`config.mk`:
```
export PLATFORM = sky130hd
export DESIGN_NAME = axi_lite_reg_responder
export DESIGN_NICKNAME = d
export VERILOG_FILES = /design/src/rtl/axi_lite_reg_responder.sv
export SDC_FILE = /design/constraint.sdc
export NUM_CORES = 1
export LEC_CHECK = 0
export BUFFER_PORTS_ARGS = -buffer_cell sky130_fd_sc_hd__buf_2
export CORE_UTILIZATION = 42
export DETAILED_ROUTE_END_ITERATION = 12
export GPL_TIMING_DRIVEN = 0
export HOLD_SLACK_MARGIN = 0.02
export PLACE_DENSITY = 0.79
export SYNTH_ARGS = -nofsm -noshare
export SYNTH_HDL_FRONTEND = slang
export SYNTH_SLANG_ARGS = --single-unit
```
`constraint.sdc`:
```
create_clock -name axi_clk -period 2.1 [get_ports axi_clk]
set_input_delay 0.42 -clock axi_clk [delete_from_list [all_inputs] [get_ports axi_clk]]
set_output_delay 0.42 -clock axi_clk [all_outputs]
set_load 0.01 [all_outputs]
```
`src/rtl/axi_lite_reg_responder.sv`:
```
// AXI4-Lite slave that turns each AXI access into a single strobe on a simple local register bus.
// Define REG_TIMEOUT_EN to add an access timeout that answers SLVERR when the register file stays silent.
`timescale 1ns/1ps
module axi_lite_reg_responder #(
    parameter int AXI_ADDR_WIDTH = 12,
    parameter int TIMEOUT_CYCLES = 64
) (
    input  logic                      axi_clk,
    input  logic                      axi_reset_n,
    input  logic [AXI_ADDR_WIDTH-1:0] axi_awaddr,
    input  logic                      axi_awvalid,
    output logic                      axi_awready,
    input  logic [31:0]               axi_wdata,
    input  logic [3:0]                axi_wstrb,
    input  logic                      axi_wvalid,
    output logic                      axi_wready,
    output logic [1:0]                axi_bresp,
    output logic                      axi_bvalid,
    input  logic                      axi_bready,
    input  logic [AXI_ADDR_WIDTH-1:0] axi_araddr,
    input  logic                      axi_arvalid,
    output logic                      axi_arready,
    output logic [31:0]               axi_rdata,
    output logic [1:0]                axi_rresp,
    output logic                      axi_rvalid,
    input  logic                      axi_rready,
    output logic [AXI_ADDR_WIDTH-1:0] reg_addr,
    output logic                      reg_write,
    output logic                      reg_read,
    output logic [31:0]               reg_writedata,
    output logic [3:0]                reg_beN,
    input  logic                      reg_ack,
    input  logic [31:0]               reg_readdata,
    input  logic                      reg_readdatavalid
);
    localparam logic [1:0] RESP_OKAY   = 2'b00;
    localparam logic [1:0] RESP_SLVERR = 2'b10;
    localparam logic [AXI_ADDR_WIDTH-1:0] WORD_MASK = ~(AXI_ADDR_WIDTH'(3));

    typedef enum logic [2:0] {IDLE, W_ACCESS, W_RESP, R_ACCESS, R_RESP} state_t;
    state_t state;

    logic                      ports_up;
    logic                      aw_held;
    logic                      w_held;
    logic [AXI_ADDR_WIDTH-1:0] awaddr_q;
    logic [31:0]               wdata_q;
    logic [3:0]                wstrb_q;
    logic                      aw_take;
    logic                      w_take;
    logic                      ar_take;
    logic                      write_go;
    logic [AXI_ADDR_WIDTH-1:0] wr_addr;
    logic [31:0]               wr_data;
    logic [3:0]                wr_strb;

    // ports_up keeps every ready low for the first cycle after reset is released.
    assign axi_awready = ports_up && (state == IDLE) && !aw_held;
    assign axi_wready  = ports_up && (state == IDLE) && !w_held;
    // Any write activity, held or arriving, holds off the read channel so a write always wins.
    assign axi_arready = ports_up && (state == IDLE) && !aw_held && !w_held
                         && !axi_awvalid && !axi_wvalid;

    assign aw_take  = axi_awvalid && axi_awready;
    assign w_take   = axi_wvalid && axi_wready;
    assign ar_take  = axi_arvalid && axi_arready;
    assign write_go = (aw_held || aw_take) && (w_held || w_take);
    assign wr_addr  = aw_held ? awaddr_q : axi_awaddr;
    assign wr_data  = w_held ? wdata_q : axi_wdata;
    assign wr_strb  = w_held ? wstrb_q : axi_wstrb;

`ifdef REG_TIMEOUT_EN
    localparam int CNT_W = ($clog2(TIMEOUT_CYCLES + 1) > 8) ? $clog2(TIMEOUT_CYCLES + 1) : 8;
    logic [CNT_W-1:0] wait_cnt;
    logic             timed_out;

    assign timed_out = (wait_cnt == CNT_W'(TIMEOUT_CYCLES - 1));

    // The counter sits at zero in IDLE, so every access phase starts counting from zero.
    always_ff @(posedge axi_clk) begin
        if (!axi_reset_n || state == IDLE) begin
            wait_cnt <= '0;
        end else if (state == W_ACCESS || state == R_ACCESS) begin
            wait_cnt <= wait_cnt + 1'b1;
        end
    end
`else
    logic timeout_unused;
    assign timeout_unused = (TIMEOUT_CYCLES != 0);
`endif

    always_ff @(posedge axi_clk) begin
        if (!axi_reset_n) begin
            state         <= IDLE;
            ports_up      <= 1'b0;
            aw_held       <= 1'b0;
            w_held        <= 1'b0;
            awaddr_q      <= '0;
            wdata_q       <= '0;
            wstrb_q       <= '0;
            axi_bvalid    <= 1'b0;
            axi_bresp     <= RESP_OKAY;
            axi_rvalid    <= 1'b0;
            axi_rresp     <= RESP_OKAY;
            axi_rdata     <= '0;
            reg_addr      <= '0;
            reg_write     <= 1'b0;
            reg_read      <= 1'b0;
            reg_writedata <= '0;
            reg_beN       <= '0;
        end else begin
            ports_up  <= 1'b1;
            reg_write <= 1'b0;
            reg_read  <= 1'b0;
            case (state)
                IDLE: begin
                    if (write_go) begin
                        aw_held       <= 1'b0;
                        w_held        <= 1'b0;
                        reg_addr      <= wr_addr & WORD_MASK;
                        reg_writedata <= wr_data;
                        reg_beN       <= ~wr_strb;
                        reg_write     <= 1'b1;
                        state         <= W_ACCESS;
                    end else begin
                        if (aw_take) begin
                            aw_held  <= 1'b1;
                            awaddr_q <= axi_awaddr;
                        end
                        if (w_take) begin
                            w_held  <= 1'b1;
                            wdata_q <= axi_wdata;
                            wstrb_q <= axi_wstrb;
                        end
                        if (ar_take) begin
                            reg_addr <= axi_araddr & WORD_MASK;
                            reg_read <= 1'b1;
                            state    <= R_ACCESS;
                        end
                    end
                end
                W_ACCESS: begin
                    if (reg_ack) begin
                        axi_bvalid <= 1'b1;
                        axi_bresp  <= RESP_OKAY;
                        state      <= W_RESP;
                    end
`ifdef REG_TIMEOUT_EN
                    else if (timed_out) begin
                        axi_bvalid <= 1'b1;
                        axi_bresp  <= RESP_SLVERR;
                        state      <= W_RESP;
                    end
`endif
                end
                W_RESP: begin
                    if (axi_bready) begin
                        axi_bvalid <= 1'b0;
                        state      <= IDLE;
                    end
                end
                R_ACCESS: begin
                    if (reg_readdatavalid) begin
                        axi_rdata  <= reg_readdata;
                        axi_rresp  <= RESP_OKAY;
                        axi_rvalid <= 1'b1;
                        state      <= R_RESP;
                    end
`ifdef REG_TIMEOUT_EN
                    else if (timed_out) begin
                        axi_rdata  <= 32'hDEAD_BEEF;
                        axi_rresp  <= RESP_SLVERR;
                        axi_rvalid <= 1'b1;
                        state      <= R_RESP;
                    end
`endif
                end
                R_RESP: begin
                    if (axi_rready) begin
                        axi_rvalid <= 1'b0;
                        state      <= IDLE;
                    end
                end
                default: state <= IDLE;
            endcase
        end
    end
endmodule

```
# Word-level counts from Yosys, hierarchy flattened

Cells that the tools add are included.

Register bits: 138
Bits of input ports: 101

Eq/ne operators: 9
Muxes and demuxes: 25
Bitwise operators: 4
Reductions and logical operators: 34

Operators by type and width:

| kind                                                                  | count |
|---|---|
| 12-bit 2-to-1 mux                                                     | 3 |
| 32-bit 2-to-1 mux                                                     | 1 |
| 3-bit 2-to-1 mux                                                      | 6 |
| 3-bit one-hot mux with 5 select lines                                 | 1 |
| 2-bit AND reduction                                                   | 6 |
| 3-bit AND reduction                                                   | 4 |
| 1-bit 2-to-1 mux                                                      | 11 |
| 1-bit logical AND                                                     | 10 |
| 2-bit nonzero test                                                    | 5 |
| 2-bit inequality test, second input constant                          | 4 |
| 3-bit by 2-bit equality test with 1-bit output, second input constant | 2 |
| 5-bit AND reduction                                                   | 1 |
| 1-bit logical NOT                                                     | 4 |
| 4-bit 2-to-1 mux                                                      | 1 |
| 4-bit NOT                                                             | 1 |
| 1-bit one-hot mux with 2 select lines                                 | 2 |
| 3-bit by 1-bit equality test with 1-bit output, second input constant | 1 |
| 3-bit equality test, second input constant                            | 1 |
| 3-bit logical NOT                                                     | 1 |
| 3-bit inequality test, second input constant                          | 1 |
| 1-bit NOT                                                             | 3 |
| 3-bit OR reduction                                                    | 1 |
| 1-bit logical OR                                                      | 2 |

# Logic depth before layout (Yosys ltp)

Gate-level depths: netlist of run 1.

Depth in word-level cells: 10
Gate-level depth with buffers: 7
Gate-level depth less buffers: 4

# Worst setup path after synthesis of run 1

Ideal clock, no wire load.

Kind: reg2reg
Start: register state[0]
End: register reg_writedata[23]
Library setup time: 0.146 ns
Data arrival time: 1.642 ns
Required time: 1.954 ns
Path slack: 0.312 ns
Cell stages (with the launch flop): 8
Path buffers: 4
Clock period less this slack: 1.788 ns
Cell sequence: dfxtp_1 buf_6 or3_1 buf_2 nor3_4 buf_6 buf_6 a211oi_2

Cells in the longest elaborated chain, start to end: 7
Elaborated cells between the ends (all ways): 10

Ends and longest elaborated chain:

| element                                  | RTL line    | source |
|---|---|---|
| from (decl)                              | 41          | `state_t state;` |
| from (signal assigned)                   | 94          | `state <= IDLE;` |
| from (signal assigned)                   | 124         | `state <= W_ACCESS;` |
| from (signal assigned)                   | 138         | `state <= R_ACCESS;` |
| 3-bit logical NOT (*)                    | 58, 59, 115 |  |
| 1-bit logical AND                        | 58, 59      |  |
| 1-bit logical AND (on tied branches)     | 58, 59      |  |
| 1-bit logical AND (on tied branches)     | 64, 65      |  |
| 1-bit logical OR                         | 67          | `assign write_go = (aw_held \|\| aw_take) && (w_held \|\| w_take);` |
| 1-bit logical AND                        | 67          |  |
| 2-bit AND reduction (no source line) (*) | n/a         |  |
| to (signal assigned)                     | 121         | `reg_writedata <= wr_data;` |
| to (decl)                                | 30          | `output logic [31:0] reg_writedata,` |

Every way passes the cells marked *; elsewhere a longest branch is shown, timed or not.
A chain may end at the register's enable or synchronous reset.

# Final worst setup path of run 1

Start: register state[1]
End: output axi_arready

Cells in the longest elaborated chain, start to end: 6

Ends and longest elaborated chain:

| element                        | RTL line | source |
|---|---|---|
| 3-bit logical NOT              | 61       | `assign axi_arready = ports_up && (state == IDLE) && !aw_held && !w_held` |
| 1-bit logical AND (3 in a row) | 61       |  |
| 1-bit logical AND (2 in a row) | 62       | `&& !axi_awvalid && !axi_wvalid;` |
| to (decl)                      | 22       | `output logic axi_arready,` |

Every way passes these cells.

==> qor.yml, run 1 <==
run_status:
  status: "finished clean"
logic_synthesis:
  synth.distinct_cells: 34
  ys_warn_count: 0
  synth_edf_count: 0
  ys.flop_type: "dfxtp_1"
  synth_area_sq_um: 5650
  netlist_instances: 588
  synth-seq-cells: 134
  seq_area_frac_synth: 0.475
  async_flop_share: 0
  synth_area_per_cell_sq_um: 9.61
route:
  ant_nets: 0
  routed_wl_mm: 14.5
  vias: 4956
  viasPerCell: 5.04
  detail_route.first_pass.iterations: 4
  wl_per_cell_microns: 14.8
  drt_iter0_markers: 287
  drc: 0
layout:
  syn_to_final_growth_pct: 30.9
  utilization: 0.561
  nets: 895
  n_fill_cell: 1231
  antenna_cells: 0
  final_cells: 983
  drive_above_1_share: 0.362
sta:
  fin_crit_sh: 0.950
  whs_ns: 0.203
  skew_ns: 0.00695
  finalHoldViolCount: 0
  final.min_clock_period_ns: 1.99
  slew_violations: 0
  setup_viol: 0
  tightest_slew_ns: 0.821
  fmax_ghz: 0.501
  slew_headroom: 0.452
  setup_slack_ns: 0.106
die:
  die-area_sq_um: 13900
  io_pins: 192
  start_util: 0.428
  die_w_microns: 118
  coreArea_sq_um: 13200
  row_count: 42
  dieHeight_microns: 118
clock_tree:
  h-tree-depth: 4
  clk_latency_ns: 0.42
  cts.clk_slew.worst_paths_ns: 0.05
  cts_tree: "yes"
  clock-sinks: 134
  clockBufferDepth: 2
  cts_buffers: 17
  cts-root-buf: "clkbuf_16"
worst_setup_path:
  arrival_ns: 1.57
  crit_path_max_fanout: 10
  crit_type: "reg2out"
  startpoint_type: "flop"
  worstSetupEndpointType: "output pin"
  cp.required_ns: 1.68
place:
  place_ws_ns: 0.0634
  place_inst: 950
  gp_congestion: 0.758
  dp_hpwl_mm: 10.4
  portBuffers: 181
pwr:
  powerDensity_nw_per_um2: 906
  ir_worst_vdd_mv: 0.470
  p_leak_nw: 3.03
  p_total_mw: 6.70
global_routing:
  track_usage: 0.213
  grt_max_degree: 17
  grt_pass1_wl_mm: 23.3
  antenna_found_initial: 0
  grt_pass1_vias: 4770
  grt_overflow_total: 0
hold_path:
  hp-class: "in2reg"
job:
  drv_cap: 0
-- report_power, final --
| group | total (mW) | internal, mW | switching (mW) |
|---|---|---|---|
| clock network | 2.82 | 1.72 | 1.10 |
| logic | 1.11 | 0.484 | 0.630 |
| registers | 2.77 | 2.69 | 0.0758 |
| total | 6.70 | 4.89 | 1.81 |
-- per-layer routing --
layer,up-vias,global-route usage,share of wire
li1,2450,-,-
met5,-,0,0
met1,2328,0.260,0.44
met4,0,0.0809,0.016
met2,158,0.362,0.49
met3,20,0.0504,0.057
-- path summary, 6_finish.rpt --
check	slack, ns	to	cells past startpoint	startpoint
worst max-delay path	0.11	axi_arready	4	state[1]
worst min-delay path	0.20	ports_up	1	axi_reset_n
worst max register to register	0.12	reg_writedata[23]	7	state[1]
worst min register to register	0.45	axi_rdata[31]	2	axi_rdata[31]
-- final cells by class --
cell class,instances,area [sq um],share of cell area
Clock inverter,11,100,0.0135
Clock buffer,21,470,0.0636
Inverter,1,3.75,0.000508
Buffer,56,324,0.0438
Multi-Input combinational cell,402,2680,0.362
Timing Repair Buffer,182,913,0.124
Tap cell,176,220,0.0298
Sequential cell,134,2680,0.363
-- cells in the mapped netlist (7+ instances only) --
cell,count,area share
clkbuf_1,31,0.021
nand2_1,77,0.051
mux2_2,11,0.022
o211ai_1,11,0.015
a22oi_1,10,0.013
a21oi_1,40,0.035
nor2_1,90,0.060
a211oi_2,32,0.071
dfxtp_1,134,0.47
mux2i_1,86,0.15
buf_4,12,0.016
a31oi_1,12,0.013
buf_6,7,0.014
-- registers in the layout, summed over array words and instances, names as in the netlist --
name           flops
reg_read           1
wstrb_q            4
axi_rdata         32
awaddr_q          10
reg_write          1
reg_addr          10
reg_writedata     32
wdata_q           32
ports_up           1
axi_rvalid         1
axi_bvalid         1
state              3
w_held             1
aw_held            1
reg_beN            4
-- per-stage QoR --
stage,TNS (ns),instance area [sq um]
floorplan,0,5670
global placement,0,6790
detailed placement,0,6790
CTS,0,7380
global route,-0.0296,7390
finish,0,7390
-- worst max-delay path, stage by stage (launching register included) --
cell and delay [ns]:
dfxtp_1 0.29, buf_2 0.17, nor3_4 0.35, and3_1 0.22, buf_2 0.14
-- logic make-up after synthesis --
kind of cell    count (synthesis)  synth area share
simple gates                  191             0.142
compound gates                108             0.152
mux                            97             0.174
buf+inv                        57            0.0565
other cells                     1          0.000664
flops                         134             0.475
-- timing repair --
item	in CTS	in global routing
setup buffers	0	1
pin swaps	0	2
hold buffers	0	0
cloned	0	0
resized for setup	4	6
endpoints found under the setup margin	3	29
-- cell usage in the layout (no fill, tap or decap), drive strengths merged, types with 2 or more instances in the layout --
cell | synthesis | final
a211oi | 32 | 32
clkinvlp | 0 | 2
mux2i | 86 | 86
mux2 | 11 | 11
a22oi | 10 | 10
and3 | 2 | 2
and4 | 3 | 3
nand2 | 77 | 77
nor4 | 2 | 2
clkbuf | 31 | 52
nor3 | 7 | 7
or3b | 2 | 2
buf | 25 | 207
nor2 | 90 | 90
conb | 1 | 6
a21oi | 40 | 40
clkinv | 1 | 8
a31oi | 12 | 12
o211ai | 11 | 11
dfxtp | 134 | 134
Note: power is estimated with default switching activity, not from simulation.
==> inputs of run 2 (changes only) <==
Settings changed: CTS_BUF_LIST set to sky130_fd_sc_hd__clkbuf_16, SKIP_LAST_GASP set to 1.
==> run 2 against run 1 <==
Against the previous run:
- first-iteration DRC count is 1.4% higher
- clock power fell by 4%
- wire length is 0.22% lower
- largest power group is now sequential cells
- sequential power is essentially flat
- register-to-register slack about the same
- largest cell class unchanged
- global-route usage decreased by 0.052 points
- flip-flop and latch count is the same
==> qor.yml, run 2 (same netlist as run 1, synthesis figures left out) <==
layout:
  nets: 895  # unchanged
  stdcell_area_sq_um: 7360  # -0.41%
  final_cell_mix: "buf_2 (185), dfxtp_1 (134), nor2_1 (90), mux2i_1 (86), nand2_1 (76)"
  antenna_cells: 0  # unchanged
  reg_top3: "axi_rdata (32), reg_writedata (32), wdata_q (32)"
  syn_to_final_growth_pct: 30.4
  seq_area_sq_um: 2680  # unchanged
  n_fill_cell: 1233  # +0.16%
  multiInputGateArea_sq_um: 2680  # unchanged
  drive_above_1_share: 0.358  # -0.00372
  final_common_cell: "buf_2"
sta:
  fmax_ghz: 0.500  # -0.33%
  whs_ns: 0.202  # -0.000416 ns
  setup_viol: 0  # unchanged
  slew_violations: 0  # unchanged
  skew_ns: 0.00601  # -0.000945 ns
  slew_headroom: 0.456  # +0.00393
  fin_crit_sh: 0.953  # +0.00315
  finalHoldViolCount: 0  # unchanged
  final.min_clock_period_ns: 2.00  # +0.00663 ns
  setup_slack_ns: 0.0993  # -0.00663 ns
  tightest_slew_ns: 0.815  # -0.00589 ns
pwr:
  intPower_mw: 4.78  # -2.3%
  p_leak_nw: 3.01  # -0.42%
  power.share.clock: 0.411  # -0.010
  p_switching_mw: 1.80  # -0.16%
  p_seq_frac: 0.420  # +0.007
  p_comb_frac: 0.169  # +0.003
  ir_worst_vdd_mv: 0.470  # about the same
  powerDensity_nw_per_um2: 894  # -1.4%
  swShare: 0.274  # +0.00438
  p_total_mw: 6.58  # -1.8%
worst_setup_path:
  startpoint_type: "flop"
  cp.required_ns: 1.68  # about the same
  arrival_ns: 1.58  # about the same
  crit_type: "reg2out"
  reg2regPathDepth: 7  # unchanged
  worstSetupEndpointType: "output pin"
  crit_path_max_fanout: 7  # -3
die:
  start_util: 0.428  # unchanged
  coreArea_sq_um: 13200  # unchanged
  die-area_sq_um: 13900  # unchanged
  dieHeight_microns: 118  # unchanged
  row_count: 42  # unchanged
  io_pins: 192  # unchanged
  die_w_microns: 118  # unchanged
clock_tree:
  h-tree-depth: 4  # unchanged
  clockBufferDepth: 2  # unchanged
  clock-sinks: 134  # unchanged
  cts.clk_slew.worst_paths_ns: 0.05  # about the same
  clk_latency_ns: 0.41  # about the same
  cts_tree: "yes"
  cts-root-buf: "clkbuf_16"
  cts_buffers: 17  # unchanged
place:
  place_ws_ns: 0.0634  # unchanged
  place_area_sq_um: 6790  # unchanged
  dp_hpwl_mm: 10.4  # unchanged
  portBuffers: 181  # unchanged
  gp_congestion: 0.758  # unchanged
route:
  detail_route.first_pass.iterations: 4  # unchanged
  wl_per_cell_microns: 14.7  # -0.22%
  routed_wl_mm: 14.5  # -0.22%
  ant_nets: 0  # unchanged
  drc: 0  # unchanged
  vias: 4946  # -0.20%
  viasPerCell: 5.03  # -0.20%
  drt_iter0_markers: 291  # +1.4%
job:
  drv_cap: 0  # unchanged
global_routing:
  grt_pass1_vias: 4748  # -0.46%
  grt_overflow_total: 0  # unchanged
  grt_pass1_wl_mm: 23.3  # -0.15%
  grt_max_degree: 17  # unchanged
  track_usage: 0.213  # -0.000523
  antenna_found_initial: 0  # unchanged
hold_path:
  hp-class: "in2reg"
  hold_path_depth: 1  # unchanged
run_status:
  status: "finished clean"
-- run 2: routing by layer --
layer  track usage  wire length, microns  vias up
met5             0                     0        -
met4        0.0785                   205        0
met3        0.0504                   780       17
met2         0.360                  7100      164
met1         0.262                  6410     2316
li1              -                     -     2449
-- run 2: cell type report --
cell class | count | area share
Buffer | 56 | 0.0440
Clock buffer | 17 | 0.0578
Clock inverter | 15 | 0.0156
Inverter | 1 | 0.000510
Multi-Input combinational cell | 402 | 0.364
Sequential cell | 134 | 0.364
Tap cell | 176 | 0.0299
Timing Repair Buffer | 182 | 0.124
-- run 2: critical path: stages, from the launching register on --
cell,delay (ns)
dfxtp_1,0.29
clkbuf_1,0.17
nor4_2,0.36
and3_1,0.21
buf_2,0.14
-- run 2: power by group through the flow --
stage,clock network [mW],logic (mW),registers (mW)
6_report,2.70,1.11,2.77
5_1_grt,2.87,1.21,2.78
4_1_cts,2.75,1.11,2.76
3_5_place_dp,0,1.09,2.82
3_3_place_gp,0,1.08,2.81
2_1_floorplan,0,0.685,2.85
-- run 2: stage by stage --
step / utilization / instances / TNS (ns)
2_1_floorplan: - / 593 / 0
3_3_place_gp: 0.515 / 950 / 0
3_5_place_dp: 0.515 / 950 / 0
4_1_cts: 0.557 / 982 / 0
5_1_grt: 0.558 / 983 / -0.0296
6_report: 0.558 / 983 / 0
-- run 2: final timing paths --
| kind | slack [ns] | end | from |
|---|---|---|---|
| worst max-delay path | 0.1 | axi_arready | aw_held |
| worst min-delay path | 0.20 | ports_up | axi_reset_n |
| worst max register to register | 0.12 | reg_writedata[23] | state[1] |
| worst min register to register | 0.45 | axi_rdata[31] | axi_rdata[31] |
-- run 2: repair_timing --
| item | CTS | global route |
|---|---|---|
| resized for setup | 4 | 6 |
| hold buffers | 0 | 0 |
| pin swaps | 0 | 2 |
| setup buffers | 0 | 1 |
| endpoints found under the setup margin | 3 | 29 |
==> inputs of run 3 (changes only) <==
Settings changed: REMOVE_ABC_BUFFERS set to 1.
==> run 3 against run 2 <==
Against the previous run:
- clock power up 7%
- clock skew about the same
- non-clock buffer count decreased by 45
- fmax fell by 1.4%
- critical path depth fell by 1
- worst setup slack worse by 0.028 ns
- sequential power rose by 2%
- register-to-register slack about the same
- final cell count shrank 4.6%
- flip-flop and latch count is the same
- utilization is 0.30 points lower
- power increased by 2.3%
- critical path type unchanged
- highest routed layer unchanged
==> qor.yml, run 3 (same netlist as run 1, synthesis figures left out) <==
die:
  die_w_microns: 118  # unchanged
  io_pins: 192  # unchanged
  start_util: 0.428  # unchanged
  row_count: 42  # unchanged
  die-area_sq_um: 13900  # unchanged
  dieHeight_microns: 118  # unchanged
  coreArea_sq_um: 13200  # unchanged
clock_tree:
  h-tree-depth: 4  # unchanged
  clk_latency_ns: 0.41  # about the same
  clock-sinks: 134  # unchanged
  cts_tree: "yes"
  cts.clk_slew.worst_paths_ns: 0.06  # about the same
  cts-root-buf: "clkbuf_16"
  clockBufferDepth: 2  # unchanged
  cts_buffers: 17  # unchanged
sta:
  grt_setup_unrepaired: "yes"
  setup_tns_ns: 0  # unchanged
  skew_ns: 0.00631  # +0.000301 ns
  setup_viol: 0  # unchanged
  fmax_ghz: 0.493  # -1.4%
  final.min_clock_period_ns: 2.03  # +0.0278 ns
  slew_violations: 0  # unchanged
  whs_ns: 0.218  # +0.0164 ns
  fin_crit_sh: 0.966  # +0.0132
  slew_headroom: 0.560  # +0.104
  finalHoldViolCount: 0  # unchanged
  tightest_slew_ns: 0.659  # -0.157 ns
worst_setup_path:
  arrival_ns: 1.61  # +0.03 ns
  crit_type: "reg2out"
  crit_path_max_fanout: 23  # +16
  worstSetupEndpointType: "output pin"
  cp.required_ns: 1.68  # about the same
  startpoint_type: "flop"
pwr:
  p_switching_mw: 1.72  # -4.6%
  power.share.clock: 0.427  # +0.016
  powerDensity_nw_per_um2: 919  # +2.9%
  ir_worst_vdd_mv: 0.404  # -14%
  intPower_mw: 5.01  # +4.9%
  p_seq_frac: 0.418  # -0.002
  p_comb_frac: 0.154  # -0.015
  swShare: 0.255  # -0.0184
  p_leak_nw: 2.96  # -1.8%
route:
  viasPerCell: 5.05  # +0.39%
  drt_iter0_markers: 187  # -36%
  wl_per_cell_microns: 13.5  # -8.3%
  detail_route.first_pass.iterations: 6  # +2
  ant_nets: 0  # unchanged
  routed_wl_mm: 12.7  # -13%
  vias: 4738  # -4.2%
  drc: 0  # unchanged
global_routing:
  grt_pass1_vias: 4649  # -2.1%
  grt_pass1_wl_mm: 21.5  # -7.9%
  grt_overflow_total: 0  # unchanged
  grtUsageMet1: 0.224  # -0.0381
  busiest_layer: "met2"
  grt_max_degree: 111  # +94
  track_usage: 0.191  # -0.0217
  met3_usage: 0.0601  # +0.00969
  antenna_found_initial: 0  # unchanged
  met2_usage: 0.327  # -0.0327
layout:
  multiInputGateArea_sq_um: 2710  # +1.2%
  n_fill_cell: 1219  # -1.1%
  final_cell_mix: "buf_2 (181), dfxtp_1 (130), nor2_1 (90), mux2i_1 (86), nand2_1 (77)"
  seq_area_sq_um: 2690  # +0.28%
  nets: 850  # -5.0%
  antenna_cells: 0  # unchanged
  syn_to_final_growth_pct: 29.7
  drive_above_1_share: 0.367  # +0.00934
  stdcell_area_sq_um: 7320  # -0.54%
  final_common_cell: "buf_2"
  reg_top3: "axi_rdata (32), reg_writedata (32), wdata_q (32)"
run_status:
  status: "finished clean"
place:
  portBuffers: 181  # unchanged
  gp_congestion: 0.782  # +3.2%
  dp_hpwl_mm: 8.61  # -17%
  place_area_sq_um: 6650  # -2.1%
job:
  drv_cap: 0  # unchanged
hold_path:
  hp-class: "in2reg"
==> run 3: worst paths after layout <==
path | start | end | slack [ns] | depth (start not counted)
max | w_held | axi_arready | 0.07 | 3
min | axi_reset_n | ports_up | 0.22 | 1
max reg2reg | w_held | reg_writedata[30] | 0.12 | 7
min reg2reg | axi_rdata[6] | axi_rdata[6] | 0.45 | 2
==> run 3: per-layer routing <==
layer	wire length, microns	share of wire
met3	808	0.064
met1	5410	0.43
met2	6310	0.50
met4	154	0.012
met5	0	0
==> run 3: area by class of cell <==
cell class / count / area share
Multi-Input combinational cell: 402 / 0.370
Sequential cell: 134 / 0.367
Timing Repair Buffer: 193 / 0.153
Clock buffer: 17 / 0.0581
Tap cell: 176 / 0.0301
Clock inverter: 15 / 0.0200
Inverter: 1 / 0.00120
==> run 3: power groups by stage <==
stage	logic, mW	registers [mW]	clock network (mW)
finish	1.04	2.82	2.88
global placement	0.936	2.88	0
CTS	1.01	2.81	2.95
detailed placement	0.999	2.86	0
floorplan	0.576	2.90	0
global route	1.13	2.84	3.07
==> run 3: critical path, stage by stage (launching register included) <==
cell and delay (ns):
dfxtp_4 0.47, nor4_4 0.38, and3_1 0.21, buf_2 0.13
==> run 3: stage by stage <==
step                      utilization  power (mW)  setup slack [ns]  std cells
after CTS                       0.549        6.77            -0.137        934
after global placement          0.491        3.81             -3.78        894
after floorplan                     -        3.48             -2.22        537
after detailed placement        0.504        3.86            -0.461        901
final                           0.555        6.73            0.0715        938
after global routing            0.555        7.04           -0.0157        938
==> run 3: what timing repair did <==
| action | 4_1_cts | 5_1_grt |
|---|---|---|
| hold buffers | 0 | 0 |
| gates resized for setup | 5 | 8 |
| pin swaps | 1 | 1 |
| setup buffers | 1 | 4 |
| setup endpoints to repair | 96 | 99 |
